File: src/rtl/shift_unit_iter_if.sv
// Request/response bus of the iterative shift unit.
// The optional carry_out signal exists only when SHIFT_CARRY_EN is defined.
interface shift_unit_iter_if #(
  parameter int WIDTH = 32
);
  localparam int AMT_W = $clog2(WIDTH);

  logic             in_valid;
  logic             in_ready;
  logic [WIDTH-1:0] a;
  logic [AMT_W-1:0] amnt;
  logic [1:0]       op;
  logic             out_valid;
  logic             out_ready;
  logic [WIDTH-1:0] result;
`ifdef SHIFT_CARRY_EN
  logic             carry_out;
`endif

  // Requester / consumer side
  modport master (
    output in_valid, a, amnt, op, out_ready,
    input  in_ready, out_valid, result
`ifdef SHIFT_CARRY_EN
    , input carry_out
`endif
  );

  // Shift unit side
  modport slave (
    input  in_valid, a, amnt, op, out_ready,
    output in_ready, out_valid, result
`ifdef SHIFT_CARRY_EN
    , output carry_out
`endif
  );
endinterface

File: src/rtl/shift_unit_iter.sv
// Multi-cycle shift unit: SRL / SRA / SLL / ROR on WIDTH-bit operands,
// advancing up to STEP bit positions per clock, valid/ready on both sides.
// Optional feature macro: SHIFT_CARRY_EN adds a registered carry_out holding
// the last bit shifted out.
module shift_unit_iter #(
  parameter int WIDTH = 32,
  parameter int STEP  = 4
) (
  input  logic              clk,
  input  logic              reset,
  shift_unit_iter_if.slave  bus
);
  localparam int AMT_W = $clog2(WIDTH);
  // STEP only matters when the remaining count exceeds it, so it always fits AMT_W here
  localparam logic [AMT_W-1:0] STEP_A = AMT_W'(STEP);

  localparam logic [1:0] OP_SRL = 2'b00;
  localparam logic [1:0] OP_SRA = 2'b01;
  localparam logic [1:0] OP_SLL = 2'b10;
  localparam logic [1:0] OP_ROR = 2'b11;

  typedef enum logic [1:0] {IDLE, SHIFT, DONE} state_t;

  state_t           state, state_nxt;
  logic [WIDTH-1:0] work;
  logic [AMT_W-1:0] remaining;
  logic [1:0]       op_q;
  logic [AMT_W-1:0] k;
  logic             accept;
  logic             in_ready_c;
  logic             out_valid_c;

  // One step of the selected shift by k positions (1 <= k <= WIDTH-1)
  function automatic logic [WIDTH-1:0] shift_step(input logic [WIDTH-1:0] v,
                                                  input logic [AMT_W-1:0] amt,
                                                  input logic [1:0]       opc);
    logic signed [WIDTH-1:0] sv;
    sv = v;
    case (opc)
      OP_SRL:  return v >> amt;
      OP_SRA:  return sv >>> amt;
      OP_SLL:  return v << amt;
      default: return (v >> amt) | (v << (AMT_W'(WIDTH) - amt));
    endcase
  endfunction

  // Bit that leaves the word in a step of amt positions
  function automatic logic step_carry(input logic [WIDTH-1:0] v,
                                      input logic [AMT_W-1:0] amt,
                                      input logic [1:0]       opc);
    if (opc == OP_SLL) return v[AMT_W'(WIDTH) - amt];
    else               return v[amt - AMT_W'(1)];
  endfunction

  assign k      = (int'(remaining) > STEP) ? STEP_A : remaining;
  assign accept = bus.in_valid & in_ready_c;

  // State register
  always_ff @(posedge clk) begin
    if (reset) state <= IDLE;
    else       state <= state_nxt;
  end

  // Next-state logic
  always_comb begin
    state_nxt = state;
    case (state)
      IDLE:    if (accept) state_nxt = (bus.amnt == '0) ? DONE : SHIFT;
      SHIFT:   if (remaining == k) state_nxt = DONE;
      DONE:    if (bus.out_ready) state_nxt = IDLE;
      default: state_nxt = IDLE;
    endcase
  end

  // Handshake outputs decoded from state
  always_comb begin
    in_ready_c  = 1'b0;
    out_valid_c = 1'b0;
    case (state)
      IDLE:    in_ready_c  = ~reset;
      DONE:    out_valid_c = 1'b1;
      default: ;
    endcase
  end

  assign bus.in_ready  = in_ready_c;
  assign bus.out_valid = out_valid_c;
  assign bus.result    = work;

  // Capture on accept, then walk the working register down to zero remaining
  always_ff @(posedge clk) begin
    if (reset) begin
      work      <= '0;
      remaining <= '0;
      op_q      <= OP_SRL;
    end else begin
      case (state)
        IDLE: if (accept) begin
          work      <= bus.a;
          remaining <= bus.amnt;
          op_q      <= bus.op;
        end
        SHIFT: begin
          work      <= shift_step(work, k, op_q);
          remaining <= remaining - k;
        end
        default: ;
      endcase
    end
  end

`ifdef SHIFT_CARRY_EN
  logic carry_q;

  // Track the most recent bit shifted out; cleared on capture so amnt=0 gives 0
  always_ff @(posedge clk) begin
    if (reset) carry_q <= 1'b0;
    else if (state == IDLE && accept) carry_q <= 1'b0;
    else if (state == SHIFT) carry_q <= step_carry(work, k, op_q);
  end

  assign bus.carry_out = carry_q;
`endif

endmodule

File: src/flat_wrapper.sv
// flat-port wrapper written by rule: the top's interface ports become plain ports
module shift_unit_iter_flat 
#(
  parameter int WIDTH = 32,
  parameter int STEP  = 4
)
  (clk, reset, bus_in_valid, bus_a, bus_amnt, bus_op, bus_out_ready, bus_in_ready, bus_out_valid, bus_result);
  shift_unit_iter_if #(.WIDTH(WIDTH)) bus_i ();
  input  logic clk;
  input  logic reset;
  input wire logic [$bits(bus_i.in_valid)-1:0] bus_in_valid;
  input wire logic [$bits(bus_i.a)-1:0] bus_a;
  input wire logic [$bits(bus_i.amnt)-1:0] bus_amnt;
  input wire logic [$bits(bus_i.op)-1:0] bus_op;
  input wire logic [$bits(bus_i.out_ready)-1:0] bus_out_ready;
  output wire logic [$bits(bus_i.in_ready)-1:0] bus_in_ready;
  output wire logic [$bits(bus_i.out_valid)-1:0] bus_out_valid;
  output wire logic [$bits(bus_i.result)-1:0] bus_result;
  assign bus_i.in_valid = bus_in_valid;
  assign bus_i.a = bus_a;
  assign bus_i.amnt = bus_amnt;
  assign bus_i.op = bus_op;
  assign bus_i.out_ready = bus_out_ready;
  assign bus_in_ready = bus_i.in_ready;
  assign bus_out_valid = bus_i.out_valid;
  assign bus_result = bus_i.result;
  shift_unit_iter #(.WIDTH(WIDTH), .STEP(STEP)) u_core (.clk(clk), .reset(reset), .bus(bus_i));
endmodule
File: config.mk
export PLATFORM = sky130hd
export DESIGN_NAME = shift_unit_iter_flat
export DESIGN_NICKNAME = d
export VERILOG_FILES = /design/src/rtl/shift_unit_iter_if.sv /design/src/rtl/shift_unit_iter.sv /design/src/flat_wrapper.sv
export SDC_FILE = /design/constraint.sdc
export NUM_CORES = 1
export LEC_CHECK = 0
export BUFFER_PORTS_ARGS = -buffer_cell sky130_fd_sc_hd__buf_4
export CAP_MARGIN = 10
export CELL_PAD_IN_SITES_DETAIL_PLACEMENT = 1
export CELL_PAD_IN_SITES_GLOBAL_PLACEMENT = 1
export CORE_UTILIZATION = 44
export CTS_BUF_LIST = sky130_fd_sc_hd__clkbuf_2 sky130_fd_sc_hd__clkbuf_4 sky130_fd_sc_hd__clkbuf_8
export CTS_CLUSTER_DIAMETER = 60
export DETAILED_ROUTE_END_ITERATION = 7
export PLACE_DENSITY_LB_ADDON = 0.1
export SLEW_MARGIN = 20
export SYNTH_ARGS = -nofsm -noshare
export SYNTH_HDL_FRONTEND = slang
export SYNTH_SLANG_ARGS = --single-unit
export TNS_END_PERCENT = 1
File: constraint.sdc
create_clock -name clk -period 4.45 [get_ports clk]
set_clock_uncertainty 0.05 [all_clocks]
set_input_delay 0.445 -clock clk [delete_from_list [all_inputs] [get_ports clk]]
set_output_delay 0.445 -clock clk [all_outputs]
set_load 0.01 [all_outputs]
==> summary.md, run 1 <==
| Metric | Value |
|---|---|
| Fin crit period | `3.76 ns` |
| Top cells by area, synth | `mux2i_1 16%, dfxtp_1 14%, nand2_1 8.9%, mux4_2 5.2%, a21oi_1 4.1%` |
| Weighted congestion at the end of routability-driven global placement | `1.04` |
| Root buffer cell | `clkbuf_8` |
| Startpoint of the most critical hold path | `bus_op[1]` |
| Initial antenna violation count | `0` |
| Commonest cells post-synth | `134 x nand2_1, 90 x mux2i_1, 60 x nor2_1` |
| Overflow after GRT | `0` |
| Data required time of the critical path | `4.65 ns` |
| Total core area | `12600 um^2` |
| Post-synthesis cell type count | `73` |
| Capturing element type of the critical path | `flop` |
| Clock tree sinks | `41` |
| Share of the core filled with cells | `0.506` |
| Leakage | `2.64 nW` |
| Placement Rows | `41` |
| Synth Area in Compound Gates | `0.300` |
| CP startpoint | `u_core.remaining[2]$_SDFFE_PP0P_` |
| Max-cap violation count | `0` |
| Status | `finished clean` |
| Hold violation count in the final report | `0` |
| Wire length of the first global-routing pass | `42400 um` |
| Main combinational cell family by area after synthesis | `compound AO/OA/AOI/OAI gates` |
| Clock buffer count from CTS | `5` |
| Netlist area before placement | `5670 um^2` |
| Total routed wirelength | `28300 um` |
| Post-CTS setup buffers | `0` |
| Number of vias per cell after detailed routing | `7.25` |
| Post-synth top flop | `dfxtp_1` |
| Die height | `116 um` |
| Final clock period utilization by the worst path | `0.846` |
| Setup repair after global routing missed its margin | `false` |
| Maximum buffer depth of the clock tree | `2` |
| Number of enable-type register cells in the synthesized netlist | `0` |
| Total DRC errors in the routed layout | `0` |
| Post-synthesis share of cell area spent on full adders, half adders and majority gates | `0.00662` |
| Hold Path Cell Cnt | `3` |
| Register area share after synthesis | `0.145` |
| Setup total negative slack | `0 ns` |
| Number of port buffers | `76` |
| Number of failing setup endpoints in the final timing report | `0` |
| Area overhead of the layout relative to synthesis | `12.6%` |
| Ports placed on the boundary | `77` |
| Largest area contributor in the synthesized netlist | `mux2i_1` |
| Worst reg2reg startpoint | `u_core.remaining[2]$_SDFFE_PP0P_` |
| Reg2Reg Depth | `11` |
| Vias after detailed routing | `7225` |
| Die Footprint | `13400 um^2` |
| DP Wirelength | `19900 um` |
| Maximum frequency from static timing analysis | `0.266 GHz` |
| Warning count from the yosys run | `0` |
| Maximum vdd ir drop | `0.199 mV` |
| Slew @ Worst Pin | `1.08 ns` |
| Total of cells resized after clock tree synthesis | `0` |
| Clk pin slew, worst setup/hold paths | `0.10 ns` |
| Number of instances in the placed design | `989` |
| Proportion of layout cells with a drive suffix above 1 | `0.181` |
| Critical path launch point type | `flop` |
| Max FO, Critical Path | `35` |
| Number of storage elements in the synthesis netlist | `41` |
| Simple-gate share of the synthesized area | `0.243` |
| Via count of the first global-routing pass | `7023` |
| Final Slew Violations | `0` |
| Diode insertion count for antenna repair | `0` |
| Post-CTS Hold Fix Bufs | `0` |
| Initial Utilization | `0.450` |
| Total power density per cell area | `310 nW/um^2` |
| Syn Inst Count | `802` |
| Clock insertion delay at the later pin of the skew report | `0.34 ns` |
| Most common cell in the netlist | `nand2_1` |
| Antenna viol nets, final | `0` |
| DRC violation total after the first TritonRoute iteration | `1012` |
| Path type of the worst setup path | `flop to flop` |
| Post-layout net count | `870` |
| Relative slew slack | `0.278` |
| Proportion of netlist area held by the largest area contributor | `0.159` |
| Overall global routing resource usage | `0.432` |
| Worst hold-check path type | `input pin to flop` |
| Non-filler cells in the finished layout | `997` |
| Mean cell area of the mapped netlist | `7.07 um^2` |
| Post-detailed-route wirelength per cell | `28.4 um` |
| Data arrival time at the worst-slack endpoint | `3.96 ns` |
| CTS HTree Levels | `2` |
| Worst hold margin | `0.257 ns` |
| Largest net degree at the start of global routing | `54` |
| Detailed-routing iteration count for the pre-antenna-repair pass | `6` |
| Share of flip-flops with an asynchronous set or reset | `0` |
| Nets in the synthesized netlist | `848` |
| Post-synthesis mux area share | `0.224` |
| CTS tree | `done` |
| Xor-xnor portion of the synthesized cell area | `0.00309` |
| Die span in x | `116 um` |
## state kept, by name, indices dropped and copies added, names as in the netlist
signal,cells
u_core.bus.result,32
u_core.op_q,2
u_core.remaining,5
u_core.state,2
## critical path, stage by stage (launching register included)
cell	delay, ns
dfxtp_1	0.44
or3_2	0.60
nor2_8	0.32
inv_2	0.07
ha_1	0.30
buf_4	0.38
mux2_2	0.25
nand2b_1	0.15
nand2_1	0.12
o311ai_0	0.63
nor2_1	0.09
a311oi_1	0.25
## power by group
part | leakage, nW | switching (mW) | internal, mW | total [mW]
Clock | 0.0542 | 0.175 | 0.141 | 0.317
Combinational | 2.25 | 0.728 | 0.406 | 1.13
Sequential | 0.337 | 0.121 | 0.406 | 0.528
Total | 2.64 | 1.02 | 0.953 | 1.98
## logic make-up (layout without fill, tap and decap cells)
kind of cell / count (synthesis) / count (layout)
adder cells (fa/ha/maj): 3 / 3
multiplexers: 110 / 110
AND/OR/NAND/NOR: 300 / 300
flip-flops: 41 / 41
XOR/XNOR: 2 / 2
AO/OA/AOI/OAI: 244 / 244
buffers and inverters: 100 / 123
other: 2 / 2
## final timing paths
| kind | slack, ns | endpoint |
|---|---|---|
| worst max-delay path | 0.69 | u_core.bus.result[3]$_SDFFE_PP0P_ |
| worst min-delay path | 0.26 | u_core.op_q[1]$_SDFFE_PP0P_ |
| worst max register to register | 0.69 | u_core.bus.result[3]$_SDFFE_PP0P_ |
| worst min register to register | 0.57 | u_core.bus.result[3]$_SDFFE_PP0P_ |
## metrics by stage
stage | power (mW) | worst slack, ns | area (um^2)
2_1_floorplan | 1.20 | 0.843 | 5670
3_3_place_gp | 1.59 | 0.902 | 6290
3_5_place_dp | 1.61 | 0.787 | 6290
4_1_cts | 1.93 | 0.741 | 6390
5_1_grt | 2.05 | 0.525 | 6390
6_report | 1.98 | 0.686 | 6390
## layer usage
metal / global-route usage / vias up / share of wire
met5: 0 / - / 0
met4: 0.255 / 0 / 0.059
met3: 0.101 / 131 / 0.11
met2: 0.648 / 512 / 0.44
met1: 0.563 / 3521 / 0.40
li1: - / 3061 / -
## cells in the final DEF, fill, tap and decap left out, types with 14 or more instances in the layout
cell type,instances
nand2_1,134
buf_4,104
mux2i_1,90
nor2_1,59
a21oi_1,46
dfxtp_1,41
nand3_1,38
o21ai_0,37
a31oi_1,22
a211oi_1,19
nor3_1,17
o211ai_1,14
## area by class of cell
cell class                 instances  area, um^2
multi-input combinational        661        4430
sequential                        41         821
clock buffer                       7        96.3
timing repair buffer             104         781
fill                            1645        6230
inverter                          11        43.8
clock inverter                     1        5.00
tap                              172         215
No activity file was read; power rests on OpenSTA's default activity.
==> inputs of run 2 (changes only) <==
--- a/config.mk
+++ b/config.mk
@@ -9,7 +9,7 @@
 export CAP_MARGIN = 10
 export CELL_PAD_IN_SITES_DETAIL_PLACEMENT = 1
 export CELL_PAD_IN_SITES_GLOBAL_PLACEMENT = 1
-export CORE_UTILIZATION = 44
+export CORE_UTILIZATION = 40
 export CTS_BUF_LIST = sky130_fd_sc_hd__clkbuf_2 sky130_fd_sc_hd__clkbuf_4 sky130_fd_sc_hd__clkbuf_8
 export CTS_CLUSTER_DIAMETER = 60
 export DETAILED_ROUTE_END_ITERATION = 7
==> constraint.sdc (replaced) <==
create_clock -name clk -period 3.25 [get_ports clk]
set_clock_uncertainty 0.05 [all_clocks]
set_input_delay 0.325 -clock clk [delete_from_list [all_inputs] [get_ports clk]]
set_output_delay 0.325 -clock clk [all_outputs]
set_load 0.01 [all_outputs]
==> summary.md, run 2 (synthesis results as in run 1) <==
| Metric | Value |
|---|---|
| Relative slew slack | `0.402 (was 0.278)` |
| Post-layout net count | `907 (was 870)` |
| Number of vias per cell after detailed routing | `6.95 (was 7.25)` |
| Buffering stage count on the worst path with inverters included | `2 (unchanged)` |
| Overflow after GRT | `0 (unchanged)` |
| Maximum frequency from static timing analysis | `0.329 GHz (was 0.266 GHz)` |
| Top library cells by usage in the layout, fill and taps aside | `136 x buf_4, 134 x nand2_1, 90 x mux2i_1 (was 134 x nand2_1, 104 x buf_4, 90 x mux2i_1)` |
| Initial Utilization | `0.409 (was 0.450)` |
| Share of the core filled with cells | `0.485 (was 0.506)` |
| Final clock period utilization by the worst path | `0.935 (was 0.846)` |
| Startpoint of the most critical hold path | `bus_op[1] (unchanged)` |
| CTS tree | `done (unchanged)` |
| Worst hold-check path type | `input pin to flop (unchanged)` |
| Maximum buffer depth of the clock tree | `2 (unchanged)` |
| Area overhead of the layout relative to synthesis | `18.6% (was 12.6%)` |
| Overall global routing resource usage | `0.399 (was 0.432)` |
| Placement Rows | `43 (was 41)` |
| Worst reg2reg startpoint | `u_core.remaining[2]$_SDFFE_PP0P_ (unchanged)` |
| Non-filler cells in the finished layout | `1042 (was 997)` |
| Family with the most delay on the worst path | `simple AND/OR/NAND/NOR gates (unchanged)` |
| Hold violation count in the final report | `0 (unchanged)` |
| Total DRC errors in the routed layout | `0 (unchanged)` |
| Number of failing setup endpoints in the final timing report | `0 (unchanged)` |
| Data arrival time at the worst-slack endpoint | `3.28 ns (was 3.96 ns)` |
| Setup repair after global routing missed its margin | `false (unchanged)` |
| Weighted congestion at the end of routability-driven global placement | `0.962 (was 1.04)` |
| Worst slack at placement | `0.247 ns (was 0.787 ns)` |
| Clk pin slew, worst setup/hold paths | `0.10 ns (about the same)` |
| Vias after detailed routing | `7240 (was 7225)` |
| CTS HTree Levels | `2 (unchanged)` |
| Path type of the worst setup path | `flop to flop (unchanged)` |
| Total routed wirelength | `28900 um (was 28300 um)` |
| Via count of the first global-routing pass | `7056 (was 7023)` |
| Clock insertion delay at the later pin of the skew report | `0.34 ns (about the same)` |
| Fin crit period | `3.04 ns (was 3.76 ns)` |
| Die span in x | `121 um (was 116 um)` |
| Die Footprint | `14700 um^2 (was 13400 um^2)` |
| CP startpoint | `u_core.remaining[2]$_SDFFE_PP0P_ (unchanged)` |
| Final Slew Violations | `0 (unchanged)` |
| Ports placed on the boundary | `77 (unchanged)` |
| Root buffer cell | `clkbuf_8 (unchanged)` |
| Post-detailed-route wirelength per cell | `27.7 um (was 28.4 um)` |
| Slew @ Worst Pin | `0.895 ns (was 1.08 ns)` |
| Critical path launch point type | `flop (unchanged)` |
| DP Wirelength | `20600 um (was 19900 um)` |
| Max-cap violation count | `0 (unchanged)` |
| Layout fillers | `1774 (was 1645)` |
| Total power density per cell area | `412 nW/um^2 (was 310 nW/um^2)` |
| Initial antenna violation count | `0 (unchanged)` |
| Area of the multi-input gates | `4430 um^2 (unchanged)` |
| Number of instances in the placed design | `1034 (was 989)` |
| Leakage | `2.83 nW (was 2.64 nW)` |
| Clock tree sinks | `41 (unchanged)` |
| Post-CTS setup buffers | `0 (unchanged)` |
| Capturing element type of the critical path | `flop (unchanged)` |
| Detailed-routing iteration count for the pre-antenna-repair pass | `5 (was 6)` |
| Die height | `121 um (was 116 um)` |
| Proportion of layout cells with a drive suffix above 1 | `0.215 (was 0.181)` |
| Maximum vdd ir drop | `0.235 mV (was 0.199 mV)` |
| Wire length of the first global-routing pass | `43700 um (was 42400 um)` |
| Data required time of the critical path | `3.49 ns (was 4.65 ns)` |
| Number of port buffers | `76 (unchanged)` |
| Total core area | `13900 um^2 (was 12600 um^2)` |
| Highest-delay cell along the critical path | `or3_2 (was o311ai_0)` |
| FF+latch area | `821 um^2 (unchanged)` |
| Post-CTS Hold Fix Bufs | `0 (unchanged)` |
| Crit path setup slack, layout | `0.211 ns (was 0.686 ns)` |
| Antenna viol nets, final | `0 (unchanged)` |
| Leading cell type in the layout, fill and taps excluded | `buf_4 (was nand2_1)` |
| Clock buffer count from CTS | `5 (unchanged)` |
| Total chip power | `2.77 mW (was 1.98 mW)` |
| Biggest cell delay along the critical path | `0.55 ns (was 0.63 ns)` |
| Total of cells resized after clock tree synthesis | `0 (unchanged)` |
| Largest net degree at the start of global routing | `63 (was 54)` |
| DRC violation total after the first TritonRoute iteration | `917 (was 1012)` |
| Critical-path cell list | `or3_2 -> nor2_8 -> inv_2 -> ha_1 -> buf_4 -> mux2_2 -> nand2b_1 -> a31oi_1 -> or4_1 -> nor3_1 -> a211o_1 (was or3_2 -> nor2_8 -> inv_2 -> ha_1 -> buf_4 -> mux2_2 -> nand2b_1 -> nand2_1 -> o311ai_0 -> nor2_1 -> a311oi_1)` |
| Max reg flops | `32 (unchanged)` |
| Max FO, Critical Path | `9 (was 35)` |
| Status | `finished clean (unchanged)` |
==> run 2: changes by cell type in the layout (fill, tap and decap cells not counted), sizes merged <==
cell	before	now
clkinv	2	1
diode	0	1
buf	104	141
==> run 2: final cells by class <==
cell class / instances / share of cell area
multi-input cells: 661 / 0.658
well taps: 180 / 0.0335
diodes: 1 / 0.000372
inverters: 11 / 0.00651
flip-flops and latches: 41 / 0.122
repair buffers: 141 / 0.167
clock buffers: 7 / 0.0134
==> run 2: metrics by stage <==
step	setup TNS [ns]	hold slack [ns]	instance area (um^2)
2_1_floorplan	-1.03	0.383	5680
3_3_place_gp	0	0.471	6640
3_5_place_dp	0	0.476	6640
4_1_cts	0	0.129	6730
5_1_grt	0	0.142	6730
6_report	0	0.133	6730
==> run 2: per-layer routing <==
| layer | global-route usage | up-vias | share of wire |
|---|---|---|---|
| li1 | - | 3142 | - |
| met1 | 0.546 | 3574 | 0.42 |
| met2 | 0.613 | 451 | 0.45 |
| met3 | 0.0672 | 73 | 0.096 |
| met4 | 0.175 | 0 | 0.040 |
| met5 | 0 | - | 0 |
==> run 2: worst paths after layout <==
path | to | cells past startpoint | slack, ns
worst max register to register | u_core.bus.result[23]$_SDFFE_PP0P_ | 11 | 0.21
worst min register to register | u_core.bus.result[3]$_SDFFE_PP0P_ | 2 | 0.58
worst min-delay path | u_core.op_q[1]$_SDFFE_PP0P_ | 3 | 0.13
worst max-delay path | u_core.bus.result[23]$_SDFFE_PP0P_ | 11 | 0.21
==> run 2: worst reg2reg max path, stage by stage (launching register included) <==
cell and delay, ns:
dfxtp_1 0.32, or3_2 0.55, nor2_8 0.11, inv_2 0.04, ha_1 0.32, buf_4 0.19
mux2_2 0.24, nand2b_1 0.17, a31oi_1 0.11, or4_1 0.41, nor3_1 0.34, a211o_1 0.16
==> run 2: report_power, final <==
group / switching (mW) / leakage [nW] / internal (mW)
sequential: 0.153 / 0.337 / 0.556
combinational: 1.02 / 2.44 / 0.636
clock: 0.232 / 0.0477 / 0.178
total: 1.40 / 2.83 / 1.37
==> inputs of run 3 (changes only) <==
--- a/config.mk
+++ b/config.mk
@@ -9,7 +9,7 @@
 export CAP_MARGIN = 10
 export CELL_PAD_IN_SITES_DETAIL_PLACEMENT = 1
 export CELL_PAD_IN_SITES_GLOBAL_PLACEMENT = 1
-export CORE_UTILIZATION = 40
+export CORE_UTILIZATION = 47
 export CTS_BUF_LIST = sky130_fd_sc_hd__clkbuf_2 sky130_fd_sc_hd__clkbuf_4 sky130_fd_sc_hd__clkbuf_8
 export CTS_CLUSTER_DIAMETER = 60
 export DETAILED_ROUTE_END_ITERATION = 7
==> constraint.sdc (replaced) <==
create_clock -name clk -period 3.8 [get_ports clk]
set_clock_uncertainty 0.05 [all_clocks]
set_input_delay 0.38 -clock clk [delete_from_list [all_inputs] [get_ports clk]]
set_output_delay 0.38 -clock clk [all_outputs]
set_load 0.01 [all_outputs]
==> summary.md, run 3 (synthesis results as in run 1) <==
| Metric | Value |
|---|---|
| Crit path setup slack, layout | `0.414 ns (was 0.211 ns)` |
| Largest net degree at the start of global routing | `63 (unchanged)` |
| Total core area | `11600 um^2 (was 13900 um^2)` |
| Overall global routing resource usage | `0.443 (was 0.399)` |
| Violated checks | `design-rule violations` |
| Leading cell type in the layout, fill and taps excluded | `nand2_1 (was buf_4)` |
| Via count of the first global-routing pass | `7212 (was 7056)` |
| Max reg flops | `32 (unchanged)` |
| Post-detailed-route wirelength per cell | `28.3 um (was 27.7 um)` |
| Data arrival time at the worst-slack endpoint | `3.56 ns (was 3.28 ns)` |
| Maximum buffer depth of the clock tree | `2 (unchanged)` |
| Antenna viol nets, final | `0 (unchanged)` |
| Slew @ Worst Pin | `0.811 ns (was 0.895 ns)` |
| Detailed-routing iteration count for the pre-antenna-repair pass | `7 (was 5)` |
| Final Slew Violations | `0 (unchanged)` |
| DRC violation total after the first TritonRoute iteration | `1061 (was 917)` |
| Relative slew slack | `0.444 (was 0.402)` |
| Worst slack at placement | `0.458 ns (was 0.247 ns)` |
| Clk pin slew, worst setup/hold paths | `0.09 ns (was 0.10 ns)` |
| Total DRC errors in the routed layout | `5 (was 0)` |
| CTS HTree Levels | `2 (unchanged)` |
| Post-layout net count | `874 (was 907)` |
| Leakage | `2.67 nW (was 2.83 nW)` |
| Maximum vdd ir drop | `0.191 mV (was 0.235 mV)` |
| Overflow after GRT | `0 (unchanged)` |
| Fin crit period | `3.39 ns (was 3.04 ns)` |
| Root buffer cell | `clkbuf_8 (unchanged)` |
| Area overhead of the layout relative to synthesis | `13.2% (was 18.6%)` |
| Capturing element type of the critical path | `flop (unchanged)` |
| Number of failing setup endpoints in the final timing report | `0 (unchanged)` |
| Max FO, Critical Path | `35 (was 9)` |
| Post-CTS Hold Fix Bufs | `0 (unchanged)` |
| Hold violation count in the final report | `0 (unchanged)` |
| Weighted congestion at the end of routability-driven global placement | `1.03 (was 0.962)` |
| CTS tree | `done (unchanged)` |
| Worst hold-check path type | `input pin to flop (unchanged)` |
| Post-CTS setup buffers | `0 (unchanged)` |
| Maximum frequency from static timing analysis | `0.295 GHz (was 0.329 GHz)` |
| Total of cells resized after clock tree synthesis | `0 (unchanged)` |
| Share of the core filled with cells | `0.553 (was 0.485)` |
| Non-filler cells in the finished layout | `971 (was 1042)` |
| Max-cap violation count | `0 (unchanged)` |
| Initial Utilization | `0.488 (was 0.409)` |
| Clock buffer count from CTS | `5 (unchanged)` |
| Data required time of the critical path | `3.98 ns (was 3.49 ns)` |
| Vias after detailed routing | `7221 (was 7240)` |
| Placed standard-cell area | `6330 um^2 (was 6640 um^2)` |
| Number of instances in the placed design | `964 (was 1034)` |
| DP Wirelength | `19200 um (was 20600 um)` |
| Total routed wirelength | `27500 um (was 28900 um)` |
| Number of port buffers | `76 (unchanged)` |
| Clock tree sinks | `41 (unchanged)` |
| Setup repair after global routing missed its margin | `false (unchanged)` |
| Die Footprint | `12500 um^2 (was 14700 um^2)` |
| Final clock period utilization by the worst path | `0.891 (was 0.935)` |
| Setup total negative slack | `0 ns (unchanged)` |
| Number of vias per cell after detailed routing | `7.44 (was 6.95)` |
| Clock insertion delay at the later pin of the skew report | `0.34 ns (about the same)` |
| Proportion of layout cells with a drive suffix above 1 | `0.184 (was 0.215)` |
| Ports placed on the boundary | `77 (unchanged)` |
| Total power density per cell area | `359 nW/um^2 (was 412 nW/um^2)` |
| Die span in x | `112 um (was 121 um)` |
| Cell area after layout | `6420 um^2 (was 6730 um^2)` |
| Top library cells by usage in the layout, fill and taps aside | `134 x nand2_1, 104 x buf_4, 90 x mux2i_1 (was 136 x buf_4, 134 x nand2_1, 90 x mux2i_1)` |
| Worst hold margin | `0.186 ns (was 0.133 ns)` |
| Die height | `112 um (was 121 um)` |
| Diode insertion count for antenna repair | `0 (was 1)` |
| Placement Rows | `39 (was 43)` |
| Total chip power | `2.31 mW (was 2.77 mW)` |
| Critical path launch point type | `flop (unchanged)` |
| Path type of the worst setup path | `flop to flop (unchanged)` |
| Wire length of the first global-routing pass | `42300 um (was 43700 um)` |
| Status | `finished, violations left (was finished clean)` |
| Initial antenna violation count | `0 (unchanged)` |
run 3: cell types whose count changed in the layout (fill, tap and decap cells not counted):
cell | previous run | this run
buf_4 | 136 | 104
diode_2 | 1 | 0
buf_12 | 5 | 4
run 3: critical path: stages (launching register included):
cell,delay [ns]
dfxtp_1,0.41
or3_2,0.56
nor2_8,0.12
inv_2,0.04
ha_1,0.30
buf_4,0.41
mux2_2,0.41
mux2_2,0.26
o21ai_0,0.16
a211o_1,0.14
o311ai_0,0.13
a31o_2,0.27
run 3: per-layer routing:
metal	track usage	wire length (um)
met5	0	0
met4	0.264	1540
met3	0.103	3290
met2	0.675	12000
met1	0.569	10600
run 3: area by class of cell:
cell class / count / area (um^2)
tap: 143 / 179
multi-input combinational: 661 / 4430
timing repair buffer: 108 / 861
sequential: 41 / 821
fill: 1475 / 5190
inverter: 11 / 43.8
clock buffer: 7 / 90.1
run 3: worst paths after layout:
check	to	depth (start not counted)	slack (ns)	start
worst max register to register	u_core.bus.result[31]$_SDFFE_PP0P_	11	0.41	u_core.remaining[3]$_SDFFE_PP0P_
worst max-delay path	u_core.bus.result[31]$_SDFFE_PP0P_	11	0.41	u_core.remaining[3]$_SDFFE_PP0P_
worst min register to register	u_core.bus.result[3]$_SDFFE_PP0P_	2	0.56	u_core.bus.result[3]$_SDFFE_PP0P_
worst min-delay path	u_core.op_q[1]$_SDFFE_PP0P_	3	0.19	bus_op[1]
run 3: report_power, final:
| part | internal (mW) | switching (mW) |
|---|---|---|
| Combinational | 0.494 | 0.851 |
| Sequential | 0.476 | 0.139 |
| Clock | 0.152 | 0.197 |
